`src/rtl/bus_seq_key_pkg.sv`:
```
// Shared types and helpers for the bus sequence-lock key.
//   state_t   : LOCKED / UNLOCKED sequence state
//   LFSR_TAPS : feedback mask for the 8-bit decoy LFSR
//   key_nib() : extract step k of a packed key sequence
package bus_seq_key_pkg;

  typedef enum logic {
    LOCKED   = 1'b0,
    UNLOCKED = 1'b1
  } state_t;

  // Taps 8,6,5,4 of a right-shifting register: stage 8 is bit 0 (the bit
  // shifting out), so stage t sits at bit index 8-t -> bits 0,2,3,4.
  localparam logic [7:0] LFSR_TAPS = 8'h1D;

  localparam int KEY_MAX_W = 256;  // 16 steps of up to 16-bit nibbles
  localparam int NIB_MAX_W = 16;

  function automatic logic [NIB_MAX_W-1:0] key_nib(input logic [KEY_MAX_W-1:0] key,
                                                   input int unsigned          k,
                                                   input int unsigned          nib_w);
    logic [KEY_MAX_W-1:0] sh;
    sh = key >> (k * nib_w);
    return NIB_MAX_W'(sh) & NIB_MAX_W'((1 << nib_w) - 1);
  endfunction

endpackage

```
`src/rtl/bus_seq_key_lfsr.sv`:
```
// 8-bit Fibonacci decoy LFSR, shifts right with feedback into bit 7.
//   clk, rst : clock, synchronous active-high reset (loads SEED)
//   i_adv    : advance one step this cycle
//   o_bit    : current bit 0 of the register
module bus_seq_key_lfsr
  import bus_seq_key_pkg::*;
#(
  parameter logic [7:0] SEED = 8'hB5
) (
  input  logic clk,
  input  logic rst,
  input  logic i_adv,
  output logic o_bit
);

  logic [7:0] r_lfsr;
  logic       w_fb;

  assign w_fb  = ^(r_lfsr & LFSR_TAPS);
  assign o_bit = r_lfsr[0];

  always_ff @(posedge clk) begin
    if (rst)        r_lfsr <= SEED;
    else if (i_adv) r_lfsr <= {w_fb, r_lfsr[7:1]};
  end

endmodule

```
`src/rtl/bus_seq_key.sv`:
```
// Bus-mapped sequence-lock key with serial ID readout.
// Qualified reads in the decoded window must present the key nibbles in
// order; once complete, each read shifts one ID bit out (LSB first). While
// locked, reads return decoy bits from an LFSR. Any in-window write relocks.
//   clk, rst  : clock, synchronous active-high reset
//   strobe    : one-cycle bus access pulse
//   ssel_n    : active-low slot select
//   br_w      : 1 = read, 0 = write
//   addr      : bus address (window decode + key nibble)
//   sdrd_o    : serial data bit (0 when not driven)
//   sdrd_oe   : drive enable, high during a qualified read
//   unlocked  : key sequence complete (registered)
//   step      : current match index (registered, debug)
module bus_seq_key
  import bus_seq_key_pkg::*;
#(
  parameter int                        ADDR_W    = 14,
  parameter logic [ADDR_W-1:0]         DEC_MASK  = 14'h3000,
  parameter logic [ADDR_W-1:0]         DEC_MATCH = 14'h1000,
  parameter int                        NIB_LSB   = 4,
  parameter int                        NIB_W     = 4,
  parameter int                        SEQ_LEN   = 4,
  parameter logic [SEQ_LEN*NIB_W-1:0]  KEY       = 16'hA9A2,
  parameter int                        ID_W      = 16,
  parameter logic [ID_W-1:0]           ID_VALUE  = 16'hC162,
  parameter logic [7:0]                LFSR_SEED = 8'hB5,
  parameter bit                        ONE_SHOT  = 1'b0,
  localparam int                       SW        = $clog2(SEQ_LEN + 1),
  localparam int                       PW        = (ID_W > 1) ? $clog2(ID_W) : 1
) (
  input  logic              clk,
  input  logic              rst,
  input  logic              strobe,
  input  logic              ssel_n,
  input  logic              br_w,
  input  logic [ADDR_W-1:0] addr,
  output logic              sdrd_o,
  output logic              sdrd_oe,
  output logic              unlocked,
  output logic [SW-1:0]     step
);

  if (SEQ_LEN < 1 || SEQ_LEN > 16) begin : g_bad_seq_len
    $error("bus_seq_key: SEQ_LEN must be 1..16");
  end
  if (LFSR_SEED == 8'h00) begin : g_bad_seed
    $error("bus_seq_key: LFSR_SEED must be nonzero");
  end

  state_t          r_state, w_state_nx;
  logic [SW-1:0]   r_step, w_step_nx;
  logic [PW-1:0]   r_bit_ptr, w_ptr_nx;

  logic             w_hit, w_rd_acc, w_wr_acc, w_lfsr_bit;
  logic [NIB_W-1:0] w_nib, w_key_cur, w_key0;

  assign w_hit    = strobe & ~ssel_n & ((addr & DEC_MASK) == DEC_MATCH);
  assign w_rd_acc = w_hit & br_w;
  assign w_wr_acc = w_hit & ~br_w;
  assign w_nib    = addr[NIB_LSB +: NIB_W];

  // In UNLOCKED the index runs past the key; the value is then unused.
  assign w_key_cur = NIB_W'(key_nib(KEY_MAX_W'(KEY), 32'(r_step), NIB_W));
  assign w_key0    = NIB_W'(key_nib(KEY_MAX_W'(KEY), 0, NIB_W));

  bus_seq_key_lfsr #(.SEED(LFSR_SEED)) u_lfsr (
    .clk   (clk),
    .rst   (rst),
    .i_adv (w_rd_acc & (r_state == LOCKED)),
    .o_bit (w_lfsr_bit)
  );

  always_ff @(posedge clk) begin
    if (rst) begin
      r_state   <= LOCKED;
      r_step    <= '0;
      r_bit_ptr <= '0;
    end else begin
      r_state   <= w_state_nx;
      r_step    <= w_step_nx;
      r_bit_ptr <= w_ptr_nx;
    end
  end

  always_comb begin
    w_state_nx = r_state;
    w_step_nx  = r_step;
    w_ptr_nx   = r_bit_ptr;
    if (w_wr_acc) begin
      w_state_nx = LOCKED;
      w_step_nx  = '0;
      w_ptr_nx   = '0;
    end else if (w_rd_acc) begin
      if (r_state == UNLOCKED) begin
        if (r_bit_ptr == PW'(ID_W - 1)) begin
          w_ptr_nx = '0;
          if (ONE_SHOT) begin
            w_state_nx = LOCKED;
            w_step_nx  = '0;
          end
        end else begin
          w_ptr_nx = r_bit_ptr + 1'b1;
        end
      end else begin
        if (w_nib == w_key_cur) begin
          w_step_nx = r_step + 1'b1;
          if (r_step == SW'(SEQ_LEN - 1)) begin
            w_state_nx = UNLOCKED;
            w_ptr_nx   = '0;
          end
        end else if (w_nib == w_key0) begin
          // A miss that equals the first key nibble starts a fresh attempt.
          w_step_nx = SW'(1);
        end else begin
          w_step_nx = '0;
        end
      end
    end
  end

  // Output bit reflects state before this access's update.
  assign sdrd_oe  = w_rd_acc;
  assign sdrd_o   = w_rd_acc & ((r_state == UNLOCKED) ? ID_VALUE[r_bit_ptr] : w_lfsr_bit);
  assign unlocked = (r_state == UNLOCKED);
  assign step     = r_step;

endmodule

```
`config.mk`:
```
export PLATFORM = sky130hd
export DESIGN_NAME = bus_seq_key
export DESIGN_NICKNAME = d
export VERILOG_FILES = /design/src/rtl/bus_seq_key_pkg.sv /design/src/rtl/bus_seq_key_lfsr.sv /design/src/rtl/bus_seq_key.sv
export SDC_FILE = /design/constraint.sdc
export NUM_CORES = 1
export LEC_CHECK = 0
export CORE_ASPECT_RATIO = 1.75
export CORE_MARGIN = 3
export CORE_UTILIZATION = 40
export DETAILED_ROUTE_END_ITERATION = 16
export PLACE_DENSITY = 0.78
export SYNTH_ARGS = -nofsm -noshare
export SYNTH_HDL_FRONTEND = slang
export SYNTH_HIERARCHICAL = 1
export SYNTH_SLANG_ARGS = --single-unit
```
`constraint.sdc`:
```
create_clock -name clk -period 6.2 [get_ports clk]
set_input_delay 1.24 -clock clk [delete_from_list [all_inputs] [get_ports clk]]
set_output_delay 1.24 -clock clk [all_outputs]
set_load 0.01 [all_outputs]
```
# Yosys cells after proc, flatten, opt, wreduce, memory -nomap -nowiden
# Memories as Yosys holds them, arrays and structs flattened. A register that Yosys moved wholly into a read port is not among the register bits.
# Index checks and enable logic that the tools add are counted.
[word_totals] output_inout_bits=6 mem_count=1 rom_bits=16 regBits=16
[mem_list] name="(no name shown)" depth=16 word_bits=1 rd=1 rd_ports_with_merged_regs=1 write_ports=0 line="bus_seq_key.sv:123" rtl="assign sdrd_o = w_rd_acc & ((r_state == UNLOCKED) ? ID_VALUE[r_bit_ptr] : w_lfsr_bit);"
[classes] n_reduce_logical=6 n_mux=13 order_cmp=1 shift=1 addsub=2 n_eq_ne=5 n_bitwise=9
[op_table] op="two-way mux 4 bit" n=6
[op_table] op=">> shifter 16 x 5 -> 4 bit (first input constant)" n=1
[op_table] op="XOR reduction 8 bit" n=1
[op_table] op="AND 1 bit" n=6
[op_table] op="two-way mux 1 bit" n=6
[op_table] op="less-than comparator 4 x 5 -> 1 bit (second input constant)" n=1
[op_table] op="adder 4 x 1 -> 4 bit (second input constant)" n=1
[op_table] op="== test 4 x 2 -> 1 bit (second input constant)" n=1
[op_table] op="== test 4 bit" n=1
[op_table] op="== test 4 bit (second input constant)" n=1
[op_table] op="nonzero test 2 bit" n=2
[op_table] op="adder 3 x 1 -> 3 bit (second input constant)" n=1
[op_table] op="== test 3 x 2 -> 1 bit (second input constant)" n=1
[op_table] op="two-way mux 3 bit" n=1
[op_table] op="NOT 1 bit" n=3
[op_table] op="AND reduction 3 bit" n=1
[op_table] op="== test 2 x 1 -> 1 bit (second input constant)" n=1
[op_table] op="AND reduction 2 bit" n=1
[op_table] op="OR reduction 2 bit" n=1

# Logic depth before layout (Yosys ltp)
[depth] word_depth=7 ltp_mapped=12 depth_no_buf=12

# Hierarchy
# The synthesis kept the hierarchy.
[by_module_without_submodules] module="bus_seq_key" cells_per_inst=88 area_per_inst_um2=715.7 instances=1
[by_module_without_submodules] module="bus_seq_key_lfsr" cells_per_inst=29 area_per_inst_um2=302.8 instances=1

# Worst setup path after synthesis
# No wires, ideal clock.
[synth_timing] path_kind="input to output" start="input port addr[13]" end="output port sdrd_o" path_buffers=0 path_slack_ps=3112 t_arrival_ps=1848 required_time_ps=4960 stages=3 path_cell_list="and4bb_2 -> nand2_1 -> nor2_1"
[synth_between] elab_chain_cells=4
[synth_lines] element="start, declared" line="bus_seq_key.sv:36" rtl="input logic [ADDR_W-1:0] addr,"
[synth_lines] element="== test 2 x 1 -> 1 bit" line="bus_seq_key.sv:57" rtl="assign w_hit = strobe & ~ssel_n & ((addr & DEC_MASK) == DEC_MATCH);"
[synth_lines] element="AND 1 bit" line="bus_seq_key.sv:57"
[synth_lines] element="AND 1 bit" line="bus_seq_key.sv:58" rtl="assign w_rd_acc = w_hit & br_w;"
[synth_lines] element="AND 1 bit" line="bus_seq_key.sv:123"
[synth_lines] element="end, declared" line="bus_seq_key.sv:37" rtl="output logic sdrd_o,"
# Every way passes these cells.

# Final worst setup path
# Ends and elaborated chain as after synthesis.

==> impl_metrics.yaml <==
status:
  outcome: "finished, final reports clean"
floorplan:
  dieWidth_um: 44.15
  row_count: 23
  die_area_um2: 3212
  initial_core_util: 0.4316
  core_um2: 2360
  io_pins: 25
  die_y_um: 72.75
routing:
  ant_nets: 0
  drtPass1Iterations: 4
  via_per_inst: 5.456
  vias: 862
  finalWirelength_um: 2018
  wl_per_cell_um: 12.77
  drc: 0
  first_iter_violations: 14
clocking:
  ctsHoldBuffers: 0
  cts_root_buf: "clkbuf_8"
  cts_buffers: 3
  clk_pin_slew_worst_paths_ns: 0.06
  insertion_delay_ns: 0.25
  cts_max_level: 1
  cts_setup_buffers: 0
  cts_resized: 0
  clock_path_buffers: 2
  cts_sinks: 17
  cts_tree: "done"
global_routing:
  grt_usage: 0.1393
  use_met3: 0.01728
  grt_pass1_wl_um: 3450
  antenna_found_initial: 0
  grt_overflow_total: 0
  grtUsageMet2: 0.2565
  grt_max_degree: 13
  grt_pass1_vias: 827
  busiest_layer: "met2"
  gr-usage-met1: 0.1520
sta:
  finClkSkew_ns: 0.002497
  finalCritPeriodShare: 0.6564
  rsz0062_at_grt: "no"
  setup_viol: 0
  tns_ns: 0
  tightest_slew_ns: 0.4317
  fmax_ghz: 0.2457
  slew_viol_final: 0
  period_minus_slack_ns: 4.070
  final_hold_viol_count: 0
  slew_headroom: 0.7118
cells_and_area:
  final_nets: 161
  layout-drive-gt1-share: 0.07519
  diodes: 0
  mostFrequentLayoutCells: "dfxtp_1 (17), clkdlybuf4s50_1 (16), inv_1 (12)"
  area_delta_synth_final_pct: 21.74
  final_common_cell: "dfxtp_1"
worst_hold_path:
  worst_hold_path_type: "flip-flop to flip-flop"
  hold_depth: 2
yosys:
  synth_seq_area_share: 0.3342
  synth_top_area_cell: "dfxtp_1"
  syn-cell-area_um2: 1018
  syn_nets: 144
  yosys_warnings: 6
  synth_ff_type: "dfxtp_1"
  syn_inst: 117
  yosys-top-cells-area: "dfxtp_1 (33%), ha_1 (9.8%), mux2i_1 (9.8%)"
  yosys.area.top_type_share: 0.3342
  synth-edff-count: 0
  ys_types: 37
  syn_area_per_cell_um2: 8.705
  synth_async_sr_flop_share: 0
  yosys_register_bits: 17
critical_path:
  end_kind: "primary output"
  crit_family: "buffers and inverters"
  cp_slowest_cell: "clkdlybuf4s50_1"
  setup.worst_path.start_class: "primary input"
  crit_path_frequent_cell: "clkdlybuf4s50_1"
  critPathBufInv: 2
  crit_arrival_ns: 2.83
  worstRegToRegCells: 12
  slowest_delay_ns: 0.55
  r2r_slack_ns: 3.64
  path_class: "primary input to primary output"
  critPathRequiredTime_ns: 4.96
  critical_path_depth: 5
  cp_cell_sequence: "clkdlybuf4s50_1 -> and4bb_2 -> nand2_1 -> nor2_1 -> clkdlybuf4s50_1"
  crit_path_max_fanout: 6
place:
  io_buffers: 16
  place_congestion: 0.8187
  dp_hpwl_um: 1645
power_and_ir_drop:
  p_leak_nw: 0.4605
  power_mw: 0.2167
  power_density_nw_per_um2: 174.8
  peakVddDrop_uv: 125.4
flow_run:
  max_cap_viol_count: 0
[routing by layer]
| layer | share of wire | routed length (µm) | vias up |
|---|---|---|---|
| li1 | - | - | 443 |
| met1 | 0.39 | 792 | 393 |
| met2 | 0.55 | 1104 | 22 |
| met3 | 0.044 | 88 | 4 |
| met4 | 0.016 | 32 | 0 |
| met5 | 0 | 0 | - |
[layout make-up]
cell class	instances	area (µm²)
clock buffers	3	41.29
clock inverters	1	5.005
fillers	231	1120
inverters	13	48.80
multi-input cells	83	613.1
flip-flops and latches	17	340.3
well taps	25	31.28
repair buffers	16	160.2
[sequential cells by signal, indices dropped and copies added (netlist names), named ones only]
name / cells
r_bit_ptr: 4
u_lfsr/r_lfsr: 8
step: 3
unlocked: 1
[cells by family (layout without fill, tap and decap cells)]
group,count (synthesis),after routing,share of synthesized area
AND/OR/NAND/NOR,38,38,0.2162
flip-flops,17,17,0.3342
multiplexers,11,11,0.1130
XOR/XNOR,3,3,0.02580
AO/OA/AOI/OAI,23,23,0.1487
adder cells (fa/ha/maj),8,8,0.09828
buffers and inverters,17,33,0.06387
[tightest hold or removal path, delay by kind of cell, from the launching register on]
kind	cells	cell delay, ns
and+or+nand+nor	1	0.06
muxes	1	0.07
DFF	1	0.33
[through the flow]
step	setup WS (ns)	hold slack, ns	utilization	instances	cell area, µm²
after global routing	2.037	0.5000	0.5255	158	1240
after CTS	2.113	0.4875	0.5255	158	1240
final	2.130	0.4808	0.5255	158	1240
after global placement	2.147	0.4592	0.5058	154	1194
after floorplan	3.112	0.4405	-	117	1018
after detailed placement	2.123	0.4702	0.5058	154	1194
[power breakdown]
part	internal [mW]	switching, mW
combinational	0.0121	0.00994
sequential	0.111	0.00119
clock	0.0446	0.0380
total	0.168	0.0491
[worst paths after layout]
| check | startpoint | endpoint |
|---|---|---|
| max | addr[13] | sdrd_o |
| min reg2reg | u_lfsr/r_lfsr[5]$_SDFFE_PP1P_ | u_lfsr/r_lfsr[5]$_SDFFE_PP1P_ |
| min | u_lfsr/r_lfsr[5]$_SDFFE_PP1P_ | u_lfsr/r_lfsr[5]$_SDFFE_PP1P_ |
| max reg2reg | step[0]$_SDFFE_PP0P_ | flip-flop |
[Yosys cell counts (2+ instances only)]
cell	n
mux2i_1	10
o21ai_1	2
a311oi_1	2
a21oi_1	7
nand3_1	3
clkbuf_1	3
o21ai_0	2
a31oi_1	4
inv_1	12
dfxtp_1	17
xnor2_1	3
nand2_1	8
nor3_1	5
ha_1	8
nor2_1	8
nor3b_1	2
(Power assumes the default switching activity.)
